**src/rtl/truth_table_sweeper_pkg.sv**
```systemverilog
// Shared types and constants for the truth-table sweeper: state encoding and
// the built-in 3-input function.
package truth_table_sweeper_pkg;

  typedef enum logic [1:0] {
    ST_IDLE = 2'd0,
    ST_RUN  = 2'd1,
    ST_DONE = 2'd2
  } state_e;

  // s = a&~c | a&~b&c with a = MSB -> minterms 4, 5, 6
  localparam logic [7:0] DEFAULT_MASK_N3 = 8'h70;

endpackage

```
**src/rtl/truth_table_sweeper_if.sv**
```systemverilog
// Control/result bundle of the truth-table sweeper; the master side starts
// sweeps and steps them, the slave side is the sweeper itself.
interface truth_table_sweeper_if #(
  parameter int N = 3
);
  logic              start;
  logic              mode;
  logic              step;
  logic              use_default;
  logic [2**N-1:0]   tt_mask;
  logic [N-1:0]      in_vec;
  logic              s;
  logic              valid;
  logic              busy;
  logic              done;
  logic [2**N-1:0]   table_out;
  logic [N:0]        ones_cnt;

  modport master (
    output start, mode, step, use_default, tt_mask,
    input  in_vec, s, valid, busy, done, table_out, ones_cnt
  );

  modport slave (
    input  start, mode, step, use_default, tt_mask,
    output in_vec, s, valid, busy, done, table_out, ones_cnt
  );
endinterface

```
**src/rtl/truth_table_sweeper_sweep_counter.sv**
```systemverilog
// N-bit sweep index with synchronous clear and enable; saturates at the last
// index instead of wrapping.
module truth_table_sweeper_sweep_counter #(
  parameter int N = 3
) (
  input  logic         clk,
  input  logic         reset,
  input  logic         clr_i,
  input  logic         en_i,
  output logic [N-1:0] idx_o,
  output logic         last_o
);
  logic [N-1:0] idx_q, idx_d;

  assign last_o = &idx_q;
  assign idx_o  = idx_q;

  always_comb begin
    idx_d = idx_q;
    if (clr_i)
      idx_d = '0;
    else if (en_i && !last_o)
      idx_d = idx_q + N'(1);
  end

  always_ff @(posedge clk or posedge reset) begin
    if (reset)
      idx_q <= '0;
    else
      idx_q <= idx_d;
  end
endmodule

```
**src/rtl/truth_table_sweeper.sv**
```systemverilog
// Sweeps all 2**N input combinations of a programmable truth table, reporting
// each evaluation and accumulating the captured table and minterm count.
module truth_table_sweeper
  import truth_table_sweeper_pkg::*;
#(
  parameter int              N            = 3,
  parameter logic [2**N-1:0] DEFAULT_MASK = (2**N)'(DEFAULT_MASK_N3)
) (
  input logic                  clk,
  input logic                  reset,
  truth_table_sweeper_if.slave sw
);
  // state   | meaning
  // IDLE    | waiting for first start
  // RUN     | evaluating combinations (free-running or per step)
  // DONE    | sweep complete, results held until next start
  localparam int W = 2**N;

  state_e         state_q, state_d;
  logic [W-1:0]   mask_q, mask_d, table_q, table_d;
  logic [N-1:0]   in_vec_q, in_vec_d, idx;
  logic [N:0]     ones_q, ones_d;
  logic           mode_q, mode_d, s_q, s_d, valid_q, valid_d, done_q, done_d;
  logic           launch, advance, last, bit_now;

  assign launch  = ((state_q == ST_IDLE) || (state_q == ST_DONE)) && sw.start;
  assign advance = (state_q == ST_RUN) && (!mode_q || sw.step);
  assign bit_now = mask_q[idx];

  truth_table_sweeper_sweep_counter #(.N(N)) u_cnt (
    .clk    (clk),
    .reset  (reset),
    .clr_i  (launch),
    .en_i   (advance),
    .idx_o  (idx),
    .last_o (last)
  );

  always_ff @(posedge clk or posedge reset) begin
    if (reset)
      state_q <= ST_IDLE;
    else
      state_q <= state_d;
  end

  always_comb begin
    state_d = state_q;
    case (state_q)
      ST_IDLE, ST_DONE: if (sw.start) state_d = ST_RUN;
      ST_RUN:           if (advance && last) state_d = ST_DONE;
      default:          state_d = ST_IDLE;
    endcase
  end

  // Launch takes priority, so a step coinciding with start is dropped.
  always_comb begin
    mask_d   = mask_q;
    mode_d   = mode_q;
    table_d  = table_q;
    ones_d   = ones_q;
    in_vec_d = in_vec_q;
    s_d      = s_q;
    done_d   = done_q;
    valid_d  = 1'b0;
    if (launch) begin
      mask_d  = sw.use_default ? DEFAULT_MASK : sw.tt_mask;
      mode_d  = sw.mode;
      table_d = '0;
      ones_d  = '0;
      done_d  = 1'b0;
    end else if (advance) begin
      in_vec_d     = idx;
      s_d          = bit_now;
      valid_d      = 1'b1;
      table_d[idx] = bit_now;
      ones_d       = ones_q + (N+1)'(bit_now);
      if (last)
        done_d = 1'b1;
    end
  end

  always_ff @(posedge clk or posedge reset) begin
    if (reset) begin
      mask_q   <= '0;
      mode_q   <= 1'b0;
      table_q  <= '0;
      ones_q   <= '0;
      in_vec_q <= '0;
      s_q      <= 1'b0;
      valid_q  <= 1'b0;
      done_q   <= 1'b0;
    end else begin
      mask_q   <= mask_d;
      mode_q   <= mode_d;
      table_q  <= table_d;
      ones_q   <= ones_d;
      in_vec_q <= in_vec_d;
      s_q      <= s_d;
      valid_q  <= valid_d;
      done_q   <= done_d;
    end
  end

  assign sw.in_vec    = in_vec_q;
  assign sw.s         = s_q;
  assign sw.valid     = valid_q;
  assign sw.busy      = (state_q == ST_RUN);
  assign sw.done      = done_q;
  assign sw.table_out = table_q;
  assign sw.ones_cnt  = ones_q;
endmodule

```
**src/flat_wrapper.sv**
```systemverilog
// flat-port wrapper written by rule: the top's interface ports become plain ports
module truth_table_sweeper_flat import truth_table_sweeper_pkg::*;
#(
  parameter int              N            = 3,
  parameter logic [2**N-1:0] DEFAULT_MASK = (2**N)'(DEFAULT_MASK_N3)
)
  (clk, reset, sw_start, sw_mode, sw_step, sw_use_default, sw_tt_mask, sw_in_vec, sw_s, sw_valid, sw_busy, sw_done, sw_table_out, sw_ones_cnt);
  truth_table_sweeper_if #(.N(N)) sw_i ();
  input logic clk;
  input logic reset;
  input wire logic [$bits(sw_i.start)-1:0] sw_start;
  input wire logic [$bits(sw_i.mode)-1:0] sw_mode;
  input wire logic [$bits(sw_i.step)-1:0] sw_step;
  input wire logic [$bits(sw_i.use_default)-1:0] sw_use_default;
  input wire logic [$bits(sw_i.tt_mask)-1:0] sw_tt_mask;
  output wire logic [$bits(sw_i.in_vec)-1:0] sw_in_vec;
  output wire logic [$bits(sw_i.s)-1:0] sw_s;
  output wire logic [$bits(sw_i.valid)-1:0] sw_valid;
  output wire logic [$bits(sw_i.busy)-1:0] sw_busy;
  output wire logic [$bits(sw_i.done)-1:0] sw_done;
  output wire logic [$bits(sw_i.table_out)-1:0] sw_table_out;
  output wire logic [$bits(sw_i.ones_cnt)-1:0] sw_ones_cnt;
  assign sw_i.start = sw_start;
  assign sw_i.mode = sw_mode;
  assign sw_i.step = sw_step;
  assign sw_i.use_default = sw_use_default;
  assign sw_i.tt_mask = sw_tt_mask;
  assign sw_in_vec = sw_i.in_vec;
  assign sw_s = sw_i.s;
  assign sw_valid = sw_i.valid;
  assign sw_busy = sw_i.busy;
  assign sw_done = sw_i.done;
  assign sw_table_out = sw_i.table_out;
  assign sw_ones_cnt = sw_i.ones_cnt;
  truth_table_sweeper #(.N(N), .DEFAULT_MASK(DEFAULT_MASK)) u_core (.clk(clk), .reset(reset), .sw(sw_i));
endmodule
```
**config.mk**
```make
export PLATFORM = sky130hd
export DESIGN_NAME = truth_table_sweeper_flat
export DESIGN_NICKNAME = d
export VERILOG_FILES = /design/src/rtl/truth_table_sweeper_pkg.sv /design/src/rtl/truth_table_sweeper_if.sv /design/src/rtl/truth_table_sweeper_sweep_counter.sv /design/src/rtl/truth_table_sweeper.sv /design/src/flat_wrapper.sv
export SDC_FILE = /design/constraint.sdc
export NUM_CORES = 1
export LEC_CHECK = 0
export CORE_MARGIN = 2
export CORE_UTILIZATION = 46
export CTS_BUF_LIST = sky130_fd_sc_hd__clkbuf_8
export DETAILED_ROUTE_END_ITERATION = 8
export PLACE_DENSITY = 0.71
export SLEW_MARGIN = 25
export SYNTH_ARGS = -nofsm -noshare
export SYNTH_HDL_FRONTEND = slang
export SYNTH_SLANG_ARGS = --single-unit
export TNS_END_PERCENT = 50
```
**constraint.sdc**
```tcl
create_clock -name clk -period 5.5 [get_ports clk]
set_clock_uncertainty 0.2 [all_clocks]
set_input_delay 1.1 -clock clk [delete_from_list [all_inputs] [get_ports clk]]
set_output_delay 1.1 -clock clk [all_outputs]
set_load 0.01 [all_outputs]
```
### Word level (Yosys, flattened, before mapping)

Index checks and enable logic that the tools add are counted.

* bits in registers: 32
* input port bits: 14

* magnitude comparators: 2
* bitwise logic cells: 1
* reduce and logical (&&, ||, !) cells: 18
* equal/unequal tests: 4
* muxes and demuxes: 20
* add/subtract/negate cells: 2

Operators with widths (count)
* $mux 8: 3
* $bwmux 8: 1
* $mux 4: 2
* $mux 1: 7
* $mux 3: 2
* $reduce_and 2->1: 3
* $reduce_bool 2->1: 3
* $logic_and 1x1->1: 5
* $add 4x1->4: 1
* $lt 3x4->1 const B: 1
* $mux 2: 2
* $pmux 2 s2: 1
* $add 3x1->3 const B: 1
* $bmux 1 s3: 1
* $demux 1 s3: 1
* $ge 3x1->1 const B: 1
* $reduce_and 3->1: 1
* $eq 2x1->1 const B: 1
* $eq 2x2->1 const B: 1
* $logic_not 1->1: 2
* $logic_not 2->1: 1
* $logic_or 1x1->1: 2
* $ne 2x1->1 const B: 1
* $ne 2x2->1 const B: 1
* 2 further kinds: 2

### Depth between registers and ports, before layout

* depth after elaboration: 7
* mapped depth: 8
* gate-level depth less buffers: 8

### Hierarchy

A second synthesis with hierarchy kept.

* cells, all modules: 151
* area total of the unflattened synthesis: 1567.8 µm²

By module, submodules not included
* truth_table_sweeper: area an instance 1380.1 µm², cells each 135, times used 1
* truth_table_sweeper_sweep_counter: area an instance 187.7 µm², cells each 16, times used 1

### Least setup slack after synthesis

No wires, ideal clock.

* kind: register -> output
* from: register u_core.state_q[0]
* to: output port sw_busy
* data required time: 4200 ps
* data arrival time: 916 ps
* cell stages (with the launch flop): 4
* setup slack: 3284 ps
* path through: dfrtp_1 -> nand2b_1 -> buf_2 -> clkinv_1

* longest elaborated chain between the ends: 1

Ends and longest elaborated chain
* start, declared: line truth_table_sweeper.sv:19 `state_e state_q, state_d;`
* start signal, assigned: line truth_table_sweeper.sv:43 `state_q <= state_d;`
* $eq 2x1->1: line truth_table_sweeper.sv:107 `assign sw.busy = (state_q == ST_RUN);`
* end, declared: line flat_wrapper.sv:19 `output wire logic [$bits(sw_i.busy)-1:0] sw_busy;`

No other way between the ends.

### Worst setup path in the final report

Same ends and word-level chain as after synthesis.

==> flow_summary.ini <==
[min_path]
worstHoldPathCells = 2
hp-start = u_core.mask_q[4]
hold-path-endpoint = u_core.mask_q[4]
hold_class = reg2reg

[sta]
fin_ws_ns = 2.21
finalCritPeriodShare = 0.599
slew_violations = 0
tns_ns = 0
worstMarginPinSlew_ns = 0.961
rsz0062_at_grt = false
hold_viol_final = 0
slew-limit-headroom = 0.359
setup_violations = 0
period_minus_slack_ns = 3.29
max_freq_mhz = 304

[drt]
drt_iter0_markers = 36
drc_errors = 0
antenna_left = 0
avgRoutedWirePerCell_um = 14.0
via_per_inst = 5.15
vias = 1144
dr.pass1.iters = 4
routed_wl_um = 3100

[power]
power_density_mw_per_mm2 = 574
power.leakage_nw = 0.891
vdd_drop_max_mv = 0.247

[synthesis]
yosys_most_used_dff = dfrtp_1
yosysWarnings = 0
syn_nets = 162
async_flop_share = 1.00
netlist_instances = 144
ys_seq_area_frac = 0.523
syn_area_per_cell_um2 = 10.6
synth.largest_area_cell = dfrtp_1
synth_seq_cells = 32
synth_edf_count = 0
synth_area_mm2 = 0.00153
synth.distinct_cells = 32
synth.top_cells.by_area = dfrtp_1 (52%), mux2i_1 (7.2%), nand2_1 (6.9%)
synth.top_cell.area_share = 0.523

[setup_path]
critical_path_buf_inv_count = 2
critPathTopFamily = buffers and inverters
crit_required_ns = 4.20
worst_path_max_delay_cell = clkdlybuf4s50_1
worst_r2r_endpoint = u_core.sw.ones_cnt[1]
crit_path_end_kind = primary output
crit_type = reg2out
ff2ff_path_depth = 7
arrival_ns = 1.99
cpPeakStageDelay_ns = 0.57
cp-start-kind = register
path_cells = nand2b_1, clkinv_1, clkdlybuf4s50_1
reg2reg_slack_ns = 2.93
cp_max_fo = 13
cp.depth = 3
r2r_start = u_core.u_cnt.idx_o[0]

[global_routing]
grt_overflow_total = 0
grt_pass1_wl_um = 5230
grt_usage = 0.192
use_met3 = 0.0580
antenna_found_initial = 0
grt_util_met1 = 0.248
grt-busiest-layer = met2
grt_pass1_vias = 1158
grt_max_degree = 33
grt_util_met2 = 0.310

[placed_design]
place_congestion = 0.767
numPortBuffers = 32
dp_slack_ns = 2.53
dp.cells = 214
hpwl_um = 2160

[cts]
tritoncts = yes
cts_resized = 0
cts_buffer_depth = 2
clk_latency_ns = 0.28
htree_levels = 2
post-cts-setup-buffer-count = 0
cts_made_buffers = 5
hold_buffers = 0
cts_root_buf = clkbuf_8
cts_num_sinks = 32
clkTransAtPathRegs_ns = 0.06

[floorplan]
core_area_mm2 = 0.00310
die_area_mm2 = 0.00381
start_util = 0.494
fp.dieH_um = 61.7
rows = 20
num_io_pins = 33
die_w_um = 61.7

[cells_and_area]
drive_above_1_share = 0.0955
final_net_count = 195
utilization = 0.636
stdcell_count = 222
antenna_cells = 0
area_growth_pct = 28.9

[run_status]
status = finished clean

[run]
maxCapViolCount = 0
-- cell families (layout without fill, tap and decap cells) --
| group | after synthesis | count (layout) | share of synthesized area |
|---|---|---|---|
| AND/OR/NAND/NOR | 59 | 59 | 0.202 |
| flip-flops | 32 | 32 | 0.523 |
| AO/OA/AOI/OAI | 19 | 19 | 0.0703 |
| multiplexers | 17 | 17 | 0.138 |
| buffers and inverters | 13 | 47 | 0.0343 |
| adder cells (fa/ha/maj) | 4 | 4 | 0.0327 |
-- synth_stat cells (3+ instances only) --
master	instances
nor4_1	3
nand2_1	28
o21ai_0	10
a21oi_1	4
nand2b_1	9
buf_2	3
mux2i_1	11
clkbuf_1	3
ha_1	4
mux2_2	3
dfrtp_1	32
inv_1	5
nand3_1	3
-- state kept, by name (all words and copies together) (netlist names) --
register             flops
u_core.mask_q            8
u_core.u_cnt.idx_o       3
u_core.mode_q            1
u_core.sw.table_out      8
u_core.sw.valid          1
u_core.sw.done           1
u_core.sw.s              1
u_core.sw.in_vec         3
u_core.sw.ones_cnt       4
u_core.state_q           2
-- worst register-to-register path, stage by stage, from the launching register on --
cell and delay [ns]:
dfrtp_1 0.60, mux4_2 0.60, mux2i_4 0.32, inv_1 0.10
ha_1 0.21, ha_1 0.27, nand3_1 0.06, o21ai_0 0.09
-- worst max-delay path by stage --
stage                      startpoint                   to  slack [ns]
finish              u_core.state_q[0]              sw_busy        2.21
global route        u_core.state_q[0]              sw_busy        2.09
CTS                 u_core.state_q[0]              sw_busy        2.24
detailed placement            sw_step  u_core.sw.in_vec[2]        2.53
global placement    u_core.state_q[0]              sw_busy        2.61
floorplan           u_core.state_q[0]              sw_busy        3.28
-- layer usage --
metal	wire, um	vias up
li1	-	559
met1	1480	558
met2	1460	21
met3	123	6
met4	37	0
met5	0	-
-- power by group --
| group | switching [mW] | internal (mW) | leakage (nW) |
|---|---|---|---|
| Clock | 0.0830 | 0.0982 | 0.0538 |
| Combinational | 0.254 | 0.270 | 0.428 |
| Sequential | 0.0859 | 0.342 | 0.409 |
-- cell usage in the layout (no fill, tap or decap) --
cell type,synthesis,final
a21o_1,1,1
a21oi_1,4,4
a22o_1,1,1
a31oi_1,1,1
and2_2,1,1
buf_4,0,1
clkbuf_8,0,6
clkdlybuf4s50_1,0,32
clkinv_1,1,1
dfrtp_1,32,32
ha_1,4,4
inv_1,5,7
mux2_2,3,3
mux2i_1,11,11
mux2i_4,1,1
mux4_2,2,2
nand2_1,28,28
nand2b_1,9,9
nand3_1,3,3
nand4_1,1,1
nand4b_1,2,2
nor2_1,2,2
nor2_2,1,1
nor2b_1,2,2
nor3_2,1,1
nor4_1,3,3
nor4b_1,2,2
o21ai_0,10,10
o31ai_1,2,2
or2_2,1,1
or2b_1,1,1
or4_1,2,2
-- through the flow --
| step | total power [mW] | hold WS, ns | cell area, um^2 |
|---|---|---|---|
| after global routing | 1.23 | 0.303 | 1970 |
| after CTS | 1.15 | 0.276 | 1970 |
| after global placement | 0.943 | 0.249 | 1880 |
| final | 1.13 | 0.273 | 1970 |
| after floorplan | 0.759 | 0.233 | 1530 |
| after detailed placement | 0.959 | 0.261 | 1880 |
-- final cells by class --
type,count,area (um^2)
clock buffers,6,82.6
clock inverters,2,7.51
fillers,292,1130
inverters,6,22.5
multi-input cells,99,678
flip-flops and latches,32,801
well taps,44,55.1
repair buffers,33,328
(Power assumes the default switching activity.)
